[config.mk]
export PLATFORM = sky130hd
export DESIGN_NAME = seven_segment_seconds
export DESIGN_NICKNAME = d
export VERILOG_FILES = /design/src/rtl/seg_pkg.sv /design/src/rtl/seg7_decoder.sv /design/src/rtl/seven_segment_seconds.sv
export SDC_FILE = /design/constraint.sdc
export NUM_CORES = 1
export LEC_CHECK = 0
export CAP_MARGIN = 20
export CELL_PAD_IN_SITES_DETAIL_PLACEMENT = 0
export CELL_PAD_IN_SITES_GLOBAL_PLACEMENT = 1
export CORE_ASPECT_RATIO = 0.7
export CORE_UTILIZATION = 36
export DETAILED_ROUTE_END_ITERATION = 8
export PLACE_DENSITY_LB_ADDON = 0.3
export REMOVE_ABC_BUFFERS = 1
export SLEW_MARGIN = 20
export SYNTH_ARGS = -nofsm -noshare
export SYNTH_HDL_FRONTEND = slang
export SYNTH_HIERARCHICAL = 1
export SYNTH_SLANG_ARGS = --single-unit
[constraint.sdc]
create_clock -name clk -period 4.25 [get_ports clk]
set_input_delay 0.85 -clock clk [delete_from_list [all_inputs] [get_ports clk]]
set_output_delay 0.85 -clock clk [all_outputs]
set_load 0.005 [all_outputs]
[src/rtl/seg_pkg.sv]
// ============================================================================
// Module  : seg_pkg
// Brief   : Segment lookup table and digit limit shared by the seconds display.
// Revision: 1.0
// ============================================================================
`default_nettype none

package seg_pkg;

   localparam logic [3:0] DIGIT_MAX = 4'd9;

   // Bit order gfedcba, bit0 = segment a, active-high (common cathode).
   localparam logic [6:0] SEG_LUT [0:9] = '{
      7'h3F, 7'h06, 7'h5B, 7'h4F, 7'h66,
      7'h6D, 7'h7D, 7'h07, 7'h7F, 7'h6F
   };

endpackage : seg_pkg

`default_nettype wire

[src/rtl/seg7_decoder.sv]
// ============================================================================
// Module  : seg7_decoder
// Brief   : Combinational BCD digit to 7-segment decode; codes 10-15 blank.
// Revision: 1.0
// ============================================================================
`default_nettype none

module seg7_decoder
   import seg_pkg::*;
(
   input  logic [3:0] digit_i,
   output logic [6:0] seg_o
);

   always_comb begin
      seg_o = 7'h00;
      for (int i = 0; i <= int'(DIGIT_MAX); i++) begin
         if (digit_i == 4'(i)) begin
            seg_o = SEG_LUT[i];
         end
      end
   end

endmodule : seg7_decoder

`default_nettype wire

[src/rtl/seven_segment_seconds.sv]
// ============================================================================
// Module  : seven_segment_seconds
// Brief   : Prescaled 0-9 seconds counter driving a 7-segment display + dp.
// Revision: 1.0
// ============================================================================
`default_nettype none

module seven_segment_seconds
   import seg_pkg::*;
#(
   parameter logic [23:0] MAX_COUNT = 24'd10_000_000
) (
   input  logic       clk,
   input  logic       rst,
   input  logic       ena,
   input  logic [7:0] ui_in,
   input  logic [7:0] uio_in,
   output logic [7:0] uo_out,
   output logic [7:0] uio_out,
   output logic [7:0] uio_oe
);

   logic [23:0] tick_cnt_q, tick_cnt_d;
   logic [3:0]  digit_q,    digit_d;
   logic        dp_q,       dp_d;

   logic [23:0] w_period;
   logic        w_tick;
   logic [6:0]  w_seg;
   logic        w_unused;

   assign w_unused = ^uio_in;

   // Comparing with >= lets a period shortened mid-count tick on the next edge
   // instead of running the counter up to its 24-bit wrap.
   assign w_period = ui_in[0] ? ({17'd0, ui_in[7:1]} + 24'd1) : MAX_COUNT;
   assign w_tick   = (tick_cnt_q >= (w_period - 24'd1));

   always_comb begin
      tick_cnt_d = tick_cnt_q + 24'd1;
      digit_d    = digit_q;
      dp_d       = dp_q;
      if (w_tick) begin
         tick_cnt_d = 24'd0;
         digit_d    = (digit_q == DIGIT_MAX) ? 4'd0 : digit_q + 4'd1;
         dp_d       = ~dp_q;
      end
   end

   always_ff @(posedge clk) begin
      if (rst) begin
         tick_cnt_q <= 24'd0;
         digit_q    <= 4'd0;
         dp_q       <= 1'b0;
      end else if (ena) begin
         tick_cnt_q <= tick_cnt_d;
         digit_q    <= digit_d;
         dp_q       <= dp_d;
      end
   end

   seg7_decoder u_dec (
      .digit_i (digit_q),
      .seg_o   (w_seg)
   );

   assign uo_out  = {dp_q, w_seg};
   assign uio_out = {4'b0000, digit_q};
   assign uio_oe  = 8'hFF;

endmodule : seven_segment_seconds

`default_nettype wire

* Yosys cells after proc, flatten, opt, wreduce, memory -nomap -nowiden
Index checks and enable logic that the tools add are counted.
** Word-level totals
- Flip-flop bits (word level) :: 29
- Logic and storage cells :: 33
** Cells by class
- Add/sub/neg operators :: 4
- Magnitude comparators :: 1
- Equal/unequal tests :: 9
- Multiplexer cells :: 13
- Bitwise logic cells :: 1
- Reductions and logical operators :: 2
** Operators by type and width (number)
- 2-to-1 mux 7 bit :: 8
- 2-to-1 mux 24 bit :: 2
- adder 24 x 1 -> 24 bit (second input constant) :: 1
- greater-or-equal comparator 24 bit :: 1
- subtractor 24 x 1 -> 24 bit (second input constant) :: 1
- equality test 4 x 3 -> 1 bit (second input constant) :: 4
- 2-to-1 mux 6 bit :: 2
- adder 7 x 1 -> 8 bit (second input constant) :: 1
- equality test 4 x 2 -> 1 bit (second input constant) :: 2
- equality test 4 bit (second input constant) :: 2
- adder 4 x 1 -> 4 bit (second input constant) :: 1
- equality test 4 x 1 -> 1 bit (second input constant) :: 1
- logical NOT 4 bit :: 1
- 2-to-1 mux 4 bit :: 1
- AND reduction 2 bit :: 1
- inverter 1 bit :: 1

* Logic depth before layout (Yosys ltp)
Gate-level depths: netlist of the first run.
- Depth in word-level cells :: 11
- Mapped depth :: 16
- Depth with buffers taken out :: 14

* Modules after synthesis
The synthesis of the first run kept the hierarchy.
** Modules (own cells, without submodules)
- seven_segment_seconds :: times used 1, cells an instance 302, area an instance 2442.3 um^2
- seg7_decoder :: times used 1, cells an instance 23, area an instance 172.7 um^2

* Worst setup path before layout of the first run
OpenSTA, ideal clock, no wires.
- Path type :: input to register
- Start :: input ui_in[1]
- End :: register digit_q[1]
- Setup time :: 0.070 ns
- Arrival time :: 4.105 ns
- Setup slack :: 0.075 ns
- Stages on the path :: 13
- Buffers on the path :: 1
- Cell sequence :: ha_1 buf_2 xor2_1 or3b_1 o41ai_4 nand3_1 ha_1 and4_1 and4_1 and3_4 a211oi_4 or4_2 a21oi_1
** On the way
- Word-level cells in the longest chain between the ends :: 5
** RTL lines
- from (decl) :: line seven_segment_seconds.sv:16 : input logic [7:0] ui_in,
- adder 7 x 1 -> 8 bit :: line seven_segment_seconds.sv:36 : assign w_period = ui_in[0] ? ({17'd0, ui_in[7:1]} + 24'd1) : MAX_COUNT;
- 2-to-1 mux 24 bit :: line seven_segment_seconds.sv:36
- subtractor 24 x 1 -> 24 bit :: line seven_segment_seconds.sv:37 : assign w_tick = (tick_cnt_q >= (w_period - 24'd1));
- greater-or-equal comparator 24 bit :: line seven_segment_seconds.sv:37
- AND reduction 2 bit (no line)
- to (signal assigned) :: line seven_segment_seconds.sv:57 : digit_q <= digit_d;
- to (decl) :: line seven_segment_seconds.sv:24 : logic [3:0] digit_q, digit_d;
No other way between the ends.
A chain may end at the register's enable or synchronous reset.

* Final worst setup path of the first run
- Start :: input ui_in[4]
- End :: register tick_cnt_q[23]
** On the way
- Word-level cells in the longest chain between the ends :: 5
** RTL lines
- adder 7 x 1 -> 8 bit :: line seven_segment_seconds.sv:36
- 2-to-1 mux 24 bit :: line seven_segment_seconds.sv:36
- subtractor 24 x 1 -> 24 bit :: line seven_segment_seconds.sv:37
- greater-or-equal comparator 24 bit :: line seven_segment_seconds.sv:37
- 2-to-1 mux 24 bit :: line seven_segment_seconds.sv:43 : if (w_tick) begin
- to (signal assigned) :: line seven_segment_seconds.sv:56 : tick_cnt_q <= tick_cnt_d;
- to (decl) :: line seven_segment_seconds.sv:23 : logic [23:0] tick_cnt_q, tick_cnt_d;
No other way between the ends.

==> impl_results.md, run 1 <==
* Starting Density at 38.0%
* Post-Layout Cell Count at 471
* Fin crit share at 95.1%
* I/O Pins at 43
* Minimum clock period at 4.04 ns
* Antenna cells at 0
* CTS Buf Count at 5
* Global-route usage over all layers at 16.5%
* Async SR Flop Fraction at 0%
* GRT overflow at 0
* I/O Buffers at 22
* Pin count of the biggest net entering global routing at 22
* Residual DRC at 0
* Area of the core at 0.00688 mm²
* Area grow syn2layout at 24.5%
* Wire per inst at 13.0 µm
* Layout cells sized above 1 at 20.4%
* Rows at 25
* DP Area at 0.00307 mm²
* Synth top area share at 22.2%
* DR iter-0 viols at 131
* Data arrival, critical path at 4.26 ns
* Data required time at the worst endpoint at 4.47 ns
* Clk pin slew, worst setup/hold paths at 0.06 ns
* Ranking of synthesized cells by area: dfxtp_1, ha_1, xnor2_1
* Startpoint Class: input port
* Final GP Congestion at 0.836
* Hold Path Class: reg2reg
* Outcome: finished, final reports clean
* Most common cell in the synthesized netlist: nor2_1
* Final hold vios at 0
* CTS tree: built
* Cell area after synthesis at 0.00262 mm²
* WL final at 6130 µm
* Fmax at 0.247 GHz
* Post-route ant nets at 0
* Setup crit end kind: flop
* Nets at 422
* Type of the worst setup path: in2reg
* Crit path max fanout at 21
* Die H at 73.3 µm
* Final WS setup at 0.207 ns
* Clk sink count at 29
* Cell area power density at 206 mW/mm²
* # Max-Cap Violations at 0
* Clock buffer depth at 2
* Drt pass-1 iters at 4
* Hold_ws at 0.499 ns
* Die footprint at 0.00761 mm²
* Flip-flop and latch count after synthesis at 29
* Peak VDD IR at 0.136 mV
* Tightest Pin Transition at 0.556 ns
* Warnings from Yosys at 6
* Pleak at 1.33 nW
* Syn Inst Count at 325
* Sequential fraction of the synthesis area at 22.2%
* Dpl cells at 458
* Max-slew violations at 0
* First-pass GRT wire length at 10,000 µm
* H-tree depth at 2
* Yosys top cell by area: dfxtp_1
* Setup TNS Final at 0 ns
* Clock Latency Late Sink at 0.28 ns
* Unrepaired setup endpoints after global routing: no
* Vias per Instance at 4.97
* Initial antenna violation count at 0
* Syn avg cell area at 8.05 µm²
* DR vias at 2,342
* Worst slew margin at 62.9%
* Vias in the first global route at 2,112
* Commonest cells post-synth: nor2_1, dfxtp_1, ha_1
* Yosys cell types at 62
* Primary FF master, synth: dfxtp_1
* HPWL Detailed at 4610 µm
* Number of flops mapped to enable cells by yosys at 0
* # setup viols final at 0
* Post-place setup slack at -0.443 ns
* Die W at 104 µm
* Clock Skew at 0.00531 ns
* Post-layout instance area at 0.00326 mm²
* Root Buffer: clkbuf_8
==> area by class of cell <==
| type | count | area [µm²] |
|---|---|---|
| multi-input combinational | 267 | 1870 |
| fill | 699 | 3620 |
| sequential | 29 | 581 |
| inverter | 9 | 33.8 |
| timing repair buffer | 64 | 554 |
| clock inverter | 1 | 5.00 |
| clock buffer | 7 | 96.3 |
| tap | 94 | 118 |
==> stage by stage <==
| step | total power [mW] | util (%) |
|---|---|---|
| floorplan | 0.351 | - |
| global placement | 0.411 | 44.6 |
| detailed placement | 0.414 | 44.6 |
| CTS | 0.675 | 46.8 |
| global route | 0.703 | 47.3 |
| finish | 0.671 | 47.3 |
==> cell families after synthesis <==
| family | share of synthesized area [%] |
|---|---|
| other cells | 0.287 |
| buf+inv | 9.43 |
| compound gates | 18.3 |
| xor+xnor | 10.0 |
| flops | 22.2 |
| fa+ha+maj | 12.9 |
| mux | 0.813 |
| simple gates | 26.1 |
==> metal layers <==
layer  global-route usage (%)  vias up  part of all wire, %
li1                         -     1242                    -
met1                     24.4     1055                   54
met2                     24.1       38                   41
met3                     2.93        7                  4.2
met4                     5.71        0                  1.2
met5                        0        -                    0
==> timing repair <==
item | 4_1_cts | 5_1_grt
hold buffers | 0 | 0
pin swaps | 16 | 6
setup endpoints to repair | 29 | 29
buffers inserted | 4 | 1
gates resized for setup | 10 | 9
==> registers in the layout (all words and copies together), names as in the netlist <==
signal and count:
tick_cnt_q 24, digit_q 4, dp_q 1
==> critical path: stages <==
cell,delay [ns]
clkdlybuf4s50_1,0.48
buf_4,0.13
and3_1,0.17
nand3_1,0.11
buf_4,0.17
mux2_2,0.34
a31oi_1,0.30
ha_1,0.29
and4_4,0.20
and4_4,0.15
a211o_1,0.34
a211oi_4,0.32
o21ai_2,0.12
buf_12,0.17
nor2_1,0.11
==> placed cells by master (no fill, tap or decap), types with 2 or more instances in the layout <==
master           count
buf_4               39
nor2_1              36
dfxtp_1             29
ha_1                26
nand2_1             23
nand3_1             23
a21oi_1             20
clkdlybuf4s50_1     18
xnor2_1             15
xor2_1              12
conb_1              12
nand4_1             10
inv_1                9
o21ai_0              9
nor3_1               7
clkbuf_8             7
nor2b_1              5
and3_1               4
or3_1                4
a31oi_1              3
nand2b_1             3
o21ai_1              3
and4_4               3
or3_2                3
dlygate4sd2_1        3
o21a_1               2
xnor2_2              2
o22ai_1              2
a21oi_2              2
a21o_1               2
buf_6                2
==> report_power, final <==
part / switching (mW) / internal (mW) / leakage [nW]
Clock: 0.107 / 0.146 / 0.0542
Combinational: 0.0725 / 0.0700 / 1.04
Sequential: 0.00174 / 0.273 / 0.234
Total: 0.182 / 0.489 / 1.33
==> path summary, 6_finish.rpt <==
check	cells past startpoint	slack, ns	startpoint	endpoint
max reg2reg	9	1.69	tick_cnt_q[0]	tick_cnt_q[23]
min	2	0.50	dp_q	dp_q
min reg2reg	2	0.50	dp_q	dp_q
max	15	0.21	ui_in[4]	tick_cnt_q[23]
No activity file was read; power rests on OpenSTA's default activity.
==> run 2: changes to the inputs <==
--- a/config.mk
+++ b/config.mk
@@ -6,10 +6,11 @@
 export NUM_CORES = 1
 export LEC_CHECK = 0
 export CAP_MARGIN = 20
-export CELL_PAD_IN_SITES_DETAIL_PLACEMENT = 0
-export CELL_PAD_IN_SITES_GLOBAL_PLACEMENT = 1
+export CELL_PAD_IN_SITES_DETAIL_PLACEMENT = 1
+export CELL_PAD_IN_SITES_GLOBAL_PLACEMENT = 2
 export CORE_ASPECT_RATIO = 0.7
-export CORE_UTILIZATION = 36
+export CORE_UTILIZATION = 29
+export CTS_BUF_LIST = sky130_fd_sc_hd__clkbuf_8
 export DETAILED_ROUTE_END_ITERATION = 8
 export PLACE_DENSITY_LB_ADDON = 0.3
 export REMOVE_ABC_BUFFERS = 1
==> impl_results.md, run 2 (same netlist as run 1, synthesis figures left out) <==
* Outcome: finished, final reports clean
* Most common cell after layout, fill and taps aside: nor2_1
* Crit path max-delay cell type: or3_2
* Number of fill cells in the layout at 1,039 (+49%)
* Area of the core at 0.00858 mm² (+25%)
* Hold_ws at 0.496 ns (-0.00349 ns)
* H-tree depth at 2 (unchanged)
* Setup crit end kind: flop
* Cell area power density at 201 mW/mm² (-2.6%)
* First-pass GRT wire length at 12,000 µm (+19%)
* Clk pin slew, worst setup/hold paths at 0.06 ns (about the same)
* Fin crit share at 93.8% (-1.3 points)
* Area grow syn2layout at 31.1%
* Tightest Pin Transition at 0.554 ns (-0.00184 ns)
* HPWL Detailed at 5470 µm (+19%)
* Startpoint Class: input port
* Register area at 581 µm² (unchanged)
* Starting Density at 30.5% (-7.5 points)
* Dpl cells at 479 (+4.6%)
* Final GP Congestion at 0.845 (+1.0%)
* Most frequent cells in the layout: nor2_1, dfxtp_1, buf_4
* CTS Buf Count at 5 (unchanged)
* Final WS setup at 0.264 ns (+0.0563 ns)
* Vias per Instance at 4.92 (-1.0%)
* CTS tree: built
* Buf/Inv on CP at 5 (+1)
* WL final at 7310 µm (+19%)
* Fmax at 0.251 GHz (+1.4%)
* Biggest cell delay along the critical path at 0.45 ns (-0.03 ns)
* Pleak at 1.34 nW (+0.78%)
* Crit path max fanout at 7 (-67%)
* Rows at 28 (+12%)
* Die W at 116 µm (+11%)
* Root Buffer: clkbuf_8
* Final hold vios at 0 (unchanged)
* Post-Layout Cell Count at 492 (+4.5%)
* Final design utilization at 39.9% (-7.4 points)
* Max FFs per register at 24 (unchanged)
* Unrepaired setup endpoints after global routing: no
* Largest registers: tick_cnt_q: 24 flops, digit_q: 4 flops, dp_q: 1 flops
* Nets at 417 (-1.2%)
* Clk sink count at 29 (unchanged)
* Hold Buf Count CTS at 0 (unchanged)
* Data required time at the worst endpoint at 4.47 ns (about the same)
* Drt pass-1 iters at 4 (unchanged)
* Clock Skew at 0.00413 ns (-0.00118 ns)
* Setup TNS Final at 0 ns (unchanged)
* Biggest register: tick_cnt_q
* Residual DRC at 0 (unchanged)
* Post-route ant nets at 0 (unchanged)
* Minimum clock period at 3.99 ns (-0.0563 ns)
* Clock Latency Late Sink at 0.28 ns (about the same)
* Wire per inst at 14.9 µm (+14%)
* Crit-path cells: buf_2, ha_4, buf_6, xnor2_4, a31oi_4, buf_6, o31ai_4, buf_4, a31oi_1, ha_1, and4_4, and4_4, and3_4, a211oi_4, buf_6, or3_2, a21oi_2
* Crit path max-delay family: simple AND/OR/NAND/NOR gates
* Type of the worst setup path: in2reg
* Layout cells sized above 1 at 24.5% (+4.0 points)
* Pin count of the biggest net entering global routing at 22 (unchanged)
* DR iter-0 viols at 88 (-33%)
* Vias in the first global route at 2,428 (+15%)
* Global-route usage over all layers at 16.3% (-0.27 points)
* # Max-Cap Violations at 0 (unchanged)
* DR vias at 2,421 (+3.4%)
* Initial antenna violation count at 0 (unchanged)
* Post-place setup slack at -0.535 ns (-0.0929 ns)
* Data arrival, critical path at 4.21 ns (-0.05 ns)
* Clock buffer depth at 2 (unchanged)
* Multi-input gate area at 0.00203 mm² (+8.4%)
* Peak VDD IR at 0.117 mV (-14%)
* I/O Buffers at 22 (unchanged)
* Worst slew margin at 63.0% (+0.12 points)
* Most common cell on crit path: buf_6
* # setup viols final at 0 (unchanged)
* Hold Path Class: reg2reg
* GRT overflow at 0 (unchanged)
* Die footprint at 0.00941 mm² (+24%)
* Antenna cells at 0 (unchanged)
* Max-slew violations at 0 (unchanged)
* I/O Pins at 43 (unchanged)
* Die H at 81.5 µm (+11%)
[run 2: cell count changes in the layout (fill, tap and decap cells not counted), sizes merged]
cell           delta
clkbuf            +2
dlygate4sd2       -3
buf               -4
dlymetal6s2s      +1
clkdlybuf4s50     -1
[run 2: worst reg2reg max path: stages, from the launching register on]
cell      delay (ns)
dfxtp_1         0.38
inv_1           0.08
ha_1            0.29
nand2b_4        0.13
a2111o_1        0.40
a311o_1         0.40
a211oi_4        0.41
buf_6           0.17
o21ai_1         0.08
a21oi_2         0.15
[run 2: final cells by class]
class	count	share of cell area [%]
clock buffer	7	2.81
clock inverter	1	0.146
inverter	9	0.985
multi-input combinational	267	59.1
sequential	29	16.9
tap	120	4.38
timing repair buffer	59	15.6
[run 2: where the power goes]
group          internal (mW)  switching (mW)
clock network          0.146           0.107
registers              0.273         0.00173
logic                 0.0760          0.0833
[run 2: metrics by stage]
stage	cell area (µm²)	total power [mW]
final	3430	0.688
after detailed placement	3080	0.416
after global placement	3080	0.411
after CTS	3240	0.681
after floorplan	2440	0.351
after global routing	3430	0.727
[run 2: routing by layer]
layer | share of wire (%) | global-route usage [%]
met1 | 52 | 22.8
met2 | 45 | 25.4
met3 | 1.7 | 1.77
met4 | 1.4 | 6.62
met5 | 0 | 0
[run 2: timing repair]
item	CTS	global route
gates resized for setup	17	38
endpoints found under the setup margin	29	29
pin swaps	15	24
setup buffers	3	2
[run 2: worst paths after layout]
path / depth (start not counted) / from / end / slack, ns
setup / recovery: 17 / ui_in[2] / digit_q[2] / 0.26
hold / removal: 2 / dp_q / dp_q / 0.50
setup reg to reg: 9 / tick_cnt_q[0] / digit_q[2] / 1.68
hold reg to reg: 2 / dp_q / dp_q / 0.50
